## src/rtl/ctrl_sequencer_pkg.sv

```systemverilog
// ctrl_sequencer_pkg
//   Shared definitions for the instruction fetch/decode control unit:
//   ALU opcode mnemonics, controller state encoding, instruction field
//   positions and small opcode classification helpers.
package ctrl_sequencer_pkg;

   typedef enum logic [3:0] {
      OP_ADD    = 4'h0,
      OP_SUB    = 4'h1,
      OP_BEQ    = 4'h2,
      OP_SL     = 4'h3,
      OP_SR     = 4'h4,
      OP_LW     = 4'h5,
      OP_SW     = 4'h6,
      OP_MOV    = 4'h7,
      OP_ASSIGN = 4'h8,
      OP_BGE    = 4'h9,
      OP_BNE    = 4'hA,
      OP_AND    = 4'hB,
      OP_OR     = 4'hC,
      OP_HALT   = 4'hF
   } op_mne;

   typedef enum logic [2:0] {
      S_IDLE  = 3'd0,
      S_FETCH = 3'd1,
      S_EXEC  = 3'd2,
      S_MEM   = 3'd3,
      S_DONE  = 3'd4
   } ctrl_state_t;

   // Instruction layout: [8:5] opcode, [4] mode (1 = reg, 0 = imm), [3:0] index/imm
   localparam int OPC_HI   = 8;
   localparam int OPC_LO   = 5;
   localparam int MODE_BIT = 4;
   localparam int FLD_HI   = 3;
   localparam int FLD_LO   = 0;

   // Conditional skips: pc+2 when the ALU reports the condition true
   function automatic logic is_branch(input logic [3:0] op);
      return (op == OP_BEQ) || (op == OP_BGE) || (op == OP_BNE);
   endfunction

   // Ops whose ALU shift/carry out is kept for the next instruction
   function automatic logic is_carry_op(input logic [3:0] op);
      return (op == OP_ADD) || (op == OP_SUB) || (op == OP_SL) || (op == OP_SR);
   endfunction

   // Ops that write the accumulator during EXEC (LW writes it later, in MEM)
   function automatic logic writes_acc(input logic [3:0] op, input logic mode);
      return (op == OP_ADD) || (op == OP_SUB) || (op == OP_SL) || (op == OP_SR) ||
             (op == OP_AND) || (op == OP_OR)  || (op == OP_ASSIGN) ||
             ((op == OP_MOV) && mode);
   endfunction

endpackage

```

## src/rtl/ctrl_sequencer_if.sv

```systemverilog
// ctrl_sequencer_if
//   ALU control interface between the sequencer (master, issuing end) and
//   the ALU (slave).
//   master drives : alu_op, reg_exe, imm_exe, reg_to_acc, acc_to_reg,
//                   imm_out, rf_addr, sc_in
//   master samples: alu_sc_out (ALU shift/carry out), branch_en (1 = skip)
interface ctrl_sequencer_if;
   logic [3:0] alu_op;
   logic       reg_exe;
   logic       imm_exe;
   logic       reg_to_acc;
   logic       acc_to_reg;
   logic [7:0] imm_out;
   logic [3:0] rf_addr;
   logic       sc_in;
   logic       alu_sc_out;
   logic       branch_en;

   modport master (
      output alu_op, reg_exe, imm_exe, reg_to_acc, acc_to_reg, imm_out, rf_addr, sc_in,
      input  alu_sc_out, branch_en
   );

   modport slave (
      input  alu_op, reg_exe, imm_exe, reg_to_acc, acc_to_reg, imm_out, rf_addr, sc_in,
      output alu_sc_out, branch_en
   );
endinterface

```

## src/rtl/ctrl_sequencer_prog_counter.sv

```systemverilog
// prog_counter
//   Program counter register. Clear has priority, then +2, then +1,
//   otherwise hold. Wraps modulo 2**PC_W.
//   Ports: CLK, Reset_n (async, active low), clr, inc1, inc2 in; pc out.
module prog_counter #(
   parameter int PC_W = 8
) (
   input  logic            CLK,
   input  logic            Reset_n,
   input  logic            clr,
   input  logic            inc1,
   input  logic            inc2,
   output logic [PC_W-1:0] pc
);

   logic [PC_W-1:0] pc_q, pc_d;

   always_comb begin
      pc_d = pc_q;
      if (clr)       pc_d = '0;
      else if (inc2) pc_d = pc_q + PC_W'(2);
      else if (inc1) pc_d = pc_q + PC_W'(1);
   end

   always_ff @(posedge CLK or negedge Reset_n) begin
      if (!Reset_n) pc_q <= '0;
      else          pc_q <= pc_d;
   end

   assign pc = pc_q;

endmodule

```

## src/rtl/ctrl_sequencer.sv

```systemverilog
// ctrl_sequencer
//   Instruction fetch/decode control unit. Fetches instructions from a
//   synchronous ROM, decodes them into ALU controls and datapath strobes,
//   and sequences the PC (fall through +1 or conditional skip +2).
//   Ports:
//     CLK, Reset_n      clock, async active-low reset
//     start / done     run control (start from PC 0 in IDLE/DONE; done after HALT)
//     prog_addr/instr  ROM address (= PC) and ROM data (valid one cycle later)
//     alu              ctrl_sequencer_if.master, ALU control interface
//     acc_we, rf_we    accumulator / register-file write strobes
//     mem_rd, mem_wr   data memory strobes
//   Build option: define CARRY_CHAIN_EN to keep the ALU carry-out of
//   ADD/SUB/SL/SR in a flop that feeds sc_in; otherwise sc_in is tied 0.
module ctrl_sequencer
   import ctrl_sequencer_pkg::*;
#(
   parameter int PC_W    = 8,
   parameter int INSTR_W = 9
) (
   input  logic               CLK,
   input  logic               Reset_n,
   input  logic               start,
   output logic               done,
   output logic [PC_W-1:0]    prog_addr,
   input  logic [INSTR_W-1:0] instr,
   ctrl_sequencer_if.master   alu,
   output logic               acc_we,
   output logic               rf_we,
   output logic               mem_rd,
   output logic               mem_wr
);

   localparam logic [2:0] ST_IDLE  = S_IDLE;
   localparam logic [2:0] ST_FETCH = S_FETCH;
   localparam logic [2:0] ST_EXEC  = S_EXEC;
   localparam logic [2:0] ST_MEM   = S_MEM;
   localparam logic [2:0] ST_DONE  = S_DONE;

   logic [2:0] state_q, state_d;
   logic       pc_clr, pc_inc1, pc_inc2, carry_ld;
   logic       in_exec;

   logic [3:0] opc;
   logic       mode;
   logic [3:0] fld;

   assign opc  = instr[OPC_HI:OPC_LO];
   assign mode = instr[MODE_BIT];
   assign fld  = instr[FLD_HI:FLD_LO];

   // ---------------- sequencing ----------------
   always_comb begin
      state_d  = state_q;
      pc_clr   = 1'b0;
      pc_inc1  = 1'b0;
      pc_inc2  = 1'b0;
      carry_ld = 1'b0;
      case (state_q)
         ST_IDLE, ST_DONE: begin
            if (start) begin
               state_d = ST_FETCH;
               pc_clr  = 1'b1;
            end
         end
         ST_FETCH: state_d = ST_EXEC;
         ST_EXEC: begin
            carry_ld = is_carry_op(opc);
            if (opc == OP_HALT) begin
               state_d = ST_DONE;          // PC holds on HALT
            end else if (opc == OP_LW) begin
               state_d = ST_MEM;           // PC advances after the load completes
            end else begin
               state_d = ST_FETCH;
               if (is_branch(opc) && alu.branch_en) pc_inc2 = 1'b1;
               else                                 pc_inc1 = 1'b1;
            end
         end
         ST_MEM: begin
            state_d = ST_FETCH;
            pc_inc1 = 1'b1;
         end
         default: state_d = ST_IDLE;
      endcase
   end

   always_ff @(posedge CLK or negedge Reset_n) begin
      if (!Reset_n) state_q <= ST_IDLE;
      else          state_q <= state_d;
   end

   prog_counter #(.PC_W(PC_W)) u_pc (
      .CLK     (CLK),
      .Reset_n (Reset_n),
      .clr     (pc_clr),
      .inc1    (pc_inc1),
      .inc2    (pc_inc2),
      .pc      (prog_addr)
   );

   // ---------------- decode ----------------
   // Controls are purely combinational from state and ROM data, so an
   // async reset removes any in-flight strobe in the same cycle.
   assign in_exec        = (state_q == ST_EXEC);
   assign done           = (state_q == ST_DONE);

   assign alu.alu_op     = in_exec ? opc : 4'h0;
   assign alu.reg_exe    = in_exec &  mode;
   assign alu.imm_exe    = in_exec & ~mode;
   assign alu.reg_to_acc = in_exec & (opc == OP_MOV) &  mode;
   assign alu.acc_to_reg = in_exec & (opc == OP_MOV) & ~mode;
   assign alu.imm_out    = in_exec ? {4'h0, fld} : 8'h00;
   assign alu.rf_addr    = in_exec ? fld : 4'h0;

   assign acc_we = (in_exec & writes_acc(opc, mode)) | (state_q == ST_MEM);
   assign rf_we  = in_exec & (opc == OP_MOV) & ~mode;
   assign mem_rd = in_exec & (opc == OP_LW);
   assign mem_wr = in_exec & (opc == OP_SW);

   // ---------------- carry chain ----------------
`ifdef CARRY_CHAIN_EN
   logic carry_q, carry_d;

   always_comb begin
      carry_d = carry_q;
      if (carry_ld) carry_d = alu.alu_sc_out;
   end

   always_ff @(posedge CLK or negedge Reset_n) begin
      if (!Reset_n) carry_q <= 1'b0;
      else          carry_q <= carry_d;
   end

   assign alu.sc_in = carry_q;
`else
   logic unused_carry;
   assign unused_carry = alu.alu_sc_out | carry_ld;
   assign alu.sc_in    = 1'b0;
`endif

endmodule

```

## src/flat_wrapper.sv

```systemverilog
// flat-port wrapper written by rule: the top's interface ports become plain ports
module ctrl_sequencer_flat import ctrl_sequencer_pkg::*;
#(
   parameter int PC_W    = 8,
   parameter int INSTR_W = 9
)
  (CLK, Reset_n, start, done, prog_addr, instr, acc_we, rf_we, mem_rd, mem_wr, alu_alu_op, alu_reg_exe, alu_imm_exe, alu_reg_to_acc, alu_acc_to_reg, alu_imm_out, alu_rf_addr, alu_sc_in, alu_alu_sc_out, alu_branch_en);
  ctrl_sequencer_if alu_i ();
  input  logic CLK;
  input  logic Reset_n;
  input  logic start;
  output logic done;
  output logic [PC_W-1:0] prog_addr;
  input  logic [INSTR_W-1:0] instr;
  output logic acc_we;
  output logic rf_we;
  output logic mem_rd;
  output logic mem_wr;
  output wire logic [$bits(alu_i.alu_op)-1:0] alu_alu_op;
  output wire logic [$bits(alu_i.reg_exe)-1:0] alu_reg_exe;
  output wire logic [$bits(alu_i.imm_exe)-1:0] alu_imm_exe;
  output wire logic [$bits(alu_i.reg_to_acc)-1:0] alu_reg_to_acc;
  output wire logic [$bits(alu_i.acc_to_reg)-1:0] alu_acc_to_reg;
  output wire logic [$bits(alu_i.imm_out)-1:0] alu_imm_out;
  output wire logic [$bits(alu_i.rf_addr)-1:0] alu_rf_addr;
  output wire logic [$bits(alu_i.sc_in)-1:0] alu_sc_in;
  input wire logic [$bits(alu_i.alu_sc_out)-1:0] alu_alu_sc_out;
  input wire logic [$bits(alu_i.branch_en)-1:0] alu_branch_en;
  assign alu_alu_op = alu_i.alu_op;
  assign alu_reg_exe = alu_i.reg_exe;
  assign alu_imm_exe = alu_i.imm_exe;
  assign alu_reg_to_acc = alu_i.reg_to_acc;
  assign alu_acc_to_reg = alu_i.acc_to_reg;
  assign alu_imm_out = alu_i.imm_out;
  assign alu_rf_addr = alu_i.rf_addr;
  assign alu_sc_in = alu_i.sc_in;
  assign alu_i.alu_sc_out = alu_alu_sc_out;
  assign alu_i.branch_en = alu_branch_en;
  ctrl_sequencer #(.PC_W(PC_W), .INSTR_W(INSTR_W)) u_core (.CLK(CLK), .Reset_n(Reset_n), .start(start), .done(done), .prog_addr(prog_addr), .instr(instr), .alu(alu_i), .acc_we(acc_we), .rf_we(rf_we), .mem_rd(mem_rd), .mem_wr(mem_wr));
endmodule
```

## config.mk

```make
export PLATFORM = sky130hd
export DESIGN_NAME = ctrl_sequencer_flat
export DESIGN_NICKNAME = d
export VERILOG_FILES = /design/src/rtl/ctrl_sequencer_pkg.sv /design/src/rtl/ctrl_sequencer_if.sv /design/src/rtl/ctrl_sequencer_prog_counter.sv /design/src/rtl/ctrl_sequencer.sv /design/src/flat_wrapper.sv
export SDC_FILE = /design/constraint.sdc
export NUM_CORES = 1
export LEC_CHECK = 0
export ABC_AREA = 1
export BUFFER_PORTS_ARGS = -buffer_cell sky130_fd_sc_hd__buf_4
export CORE_MARGIN = 10
export CORE_UTILIZATION = 49
export DETAILED_ROUTE_END_ITERATION = 7
export GPL_ROUTABILITY_DRIVEN = 0
export GPL_TIMING_DRIVEN = 0
export MAX_ROUTING_LAYER = met4
export PLACE_DENSITY = 0.9
export SETUP_SLACK_MARGIN = 0.15
export SLEW_MARGIN = 20
export SYNTH_ARGS = -nofsm -noshare
export SYNTH_HDL_FRONTEND = slang
export SYNTH_HIERARCHICAL = 1
export SYNTH_SLANG_ARGS = --single-unit
```

## constraint.sdc

```tcl
create_clock -name CLK -period 3.1 [get_ports CLK]
set_clock_uncertainty 0.05 [all_clocks]
set_input_delay 0.155 -clock CLK [delete_from_list [all_inputs] [get_ports CLK]]
set_output_delay 0.155 -clock CLK [all_outputs]
set_load 0.02 [all_outputs]
```

==> results.ini <==
[finish]
post-route-util_pct=71.5
finalInstanceArea_um2=1400
drive_gt1_share_pct=38.0
antenna_cells=0
area_delta_synth_final_pct=38.9
num-nets-final=222

[logic_synthesis]
yosysUniqueCellTypes=25
ys_seq_elements=11
yosysSeqAreaShare_pct=27.3
yosys_warnings=6
syn_area_per_cell_um2=6.51
syn_inst=155
netlist_area_um2=1010

[power_and_ir_drop]
power_frac_clock_pct=10.7
power_leakage_nw=0.807
p_comb_share_pct=64.3
seqPwrFrac_pct=25.0
switching_power_mw=0.455
internal_power_mw=0.459
p_per_area_nw_per_um2=652
vdd_drop_max_mv=0.462
swShare_pct=49.8

[timing]
layout_min_cycle_time_ps=1730
report.final.slew_viol_count=0
hold_ws_ps=152
hold_viol=0
min_period_over_period_pct=55.7
setup_ws_ps=1370
max_freq_mhz=579
finalSetupViolCount=0
rsz0062_at_grt=false
setup_tns_ps=0

[routing]
remaining_drc_errors=0
ant_nets=0
drt-total-wl_mm=2.65
drtIter0Drc=56
num_vias=1087
avgViaCountPerCell=4.69
dr.pass1.iters=4
wl_per_cell_um=11.4

[worst_setup_path]
path_buf_inv=4
regToRegSetupSlack_ps=1420
crit_path_start_kind=flop
crit_arrival_ps=1520
critical_path_class=reg2out
timing.rr.end=u_core/u_pc/pc[5]
cpMostUsedCell=buf_4
reg2reg_depth=8
critPathMaxFanout=10
cp_top_family=buffers and inverters
critPathRequiredTime_ps=2890
slowest_delay_ps=400
r2r-start=u_core/state_q[0]
critPathCaptureType=primary output
crit_slowest_cell=dfrtp_1
crit_chain=inv_1, nand3_4, buf_6, nor2_1, buf_4, buf_4

[min_path]
hold_class=in2reg
whs_path_depth=4
min_to=u_core/state_q[2]
worstHoldStart=start

[place]
place_ws_ps=1440
hpwlAfterDp_mm=2.23
io_buffer_count=41
post_dp_cell_area_um2=1370

[global_route]
overflow=0
grt_pass1_vias=1111
grt_first_pass_wirelength_mm=4.47
antenna_found_initial=0
grt_usage_pct=12.9
grt_max_degree=12

[floorplan]
die_height_um=65.4
initial_utilization_pct=51.5
die_w_um=65.4
row_count=16
core_um2=1960
dieArea_um2=4280
ios=48

[clock_network]
clk_path_buf_depth=2
cts.repair.resized=0
clk_latency_ps=270
cts.clk_slew.worst_paths_ps=70
htreeDepth=1
cts_tree=yes
clock-sinks=11
cts_root_buffer=clkbuf_4
numCtsBuffers=3

[run]
cap_violations=0

[outcome]
status=complete, no violations

==> worst reg2reg max path, stage by stage, from the launching register on <==
cell,delay (ps)
dfrtp_1,400
inv_1,140
nand3_4,150
nor2_1,280
inv_2,140
nand2_4,150
nand3_2,90
nor2_1,130
nor2_2,50
==> registers in the layout, summed over array words and instances (netlist names) <==
| signal | cells |
|---|---|
| u_core/u_pc/pc | 8 |
| u_core/state_q | 3 |
==> worst max-delay path by stage <==
stage	endpoint	cells after the start	slack, ps	start
after floorplan	alu_rf_addr[0]	5	1580	u_core/state_q[0]
after global placement	u_core/u_pc/pc[5]	8	1510	u_core/state_q[0]
after detailed placement	u_core/u_pc/pc[5]	8	1440	u_core/state_q[0]
after CTS	alu_rf_addr[0]	6	1350	u_core/state_q[0]
after global routing	u_core/u_pc/pc[5]	9	1260	u_core/state_q[0]
final	alu_rf_addr[0]	6	1370	u_core/state_q[0]
==> synth_stat cells (all sizes together) <==
| cell type | n | area share [%] |
|---|---|---|
| nor2 | 43 | 20 |
| nand2 | 35 | 14 |
| a21boi | 1 | 0.74 |
| o22ai | 1 | 0.62 |
| o211ai | 1 | 0.74 |
| a21oi | 2 | 0.99 |
| ha | 2 | 2.5 |
| o21ai | 2 | 0.99 |
| nand4 | 1 | 0.62 |
| dfrtp | 11 | 27 |
| o2111ai | 1 | 0.87 |
| nand3 | 12 | 10 |
| nor3 | 1 | 0.50 |
| buf | 11 | 8.5 |
| inv | 30 | 11 |
| conb | 1 | 0.37 |
==> per-layer routing <==
layer,global-route usage [%],up-vias,wire length (µm)
met5,-,-,0
met4,6.15,0,29
met3,5.25,4,259
met2,19.9,50,1190
met1,14.2,481,1170
li1,-,552,-
==> power by group through the flow <==
stage | Clock [mW] | Combinational, mW | Sequential, mW
3_3_place_gp | 0 | 0.567 | 0.228
3_5_place_dp | 0 | 0.588 | 0.231
2_1_floorplan | 0 | 0.373 | 0.248
5_1_grt | 0.107 | 0.649 | 0.235
4_1_cts | 0.103 | 0.590 | 0.228
6_report | 0.0982 | 0.587 | 0.228
==> cell usage in the layout, fill, tap and decap left out, drive strengths merged, types with 2 or more instances in the layout <==
cell,n
nand3,12
ha,2
o21ai,2
clkbuf,4
buf,52
dfrtp,11
a21oi,2
inv,30
nand2,35
conb,5
nor2,43
==> cells by family after synthesis <==
kind of cell	Yosys count	synth area share (%)
compound gates	8	4.96
buf+inv	41	19.7
flops	11	27.3
other cells	1	0.371
fa+ha+maj	2	2.48
simple gates	92	45.2
==> per-stage QoR <==
| stage | power, mW | std cells |
|---|---|---|
| 6_report | 0.914 | 232 |
| 5_1_grt | 0.991 | 232 |
| 4_1_cts | 0.921 | 232 |
| 3_5_place_dp | 0.818 | 227 |
| 3_3_place_gp | 0.794 | 227 |
| 2_1_floorplan | 0.620 | 159 |
==> repair_timing <==
item                                   in CTS  in global routing
setup buffers                               0                  0
endpoints found under the hold margin      11                  0
hold buffers                                1                  0
==> final cells by class <==
type,instances,area [µm²]
well taps,27,33.8
clock buffers,4,26.3
flip-flops and latches,11,275
multi-input cells,107,551
fillers,177,559
plain buffers,11,86.3
inverters,30,113
repair buffers,42,318
Note: power is estimated with default switching activity, not from simulation.
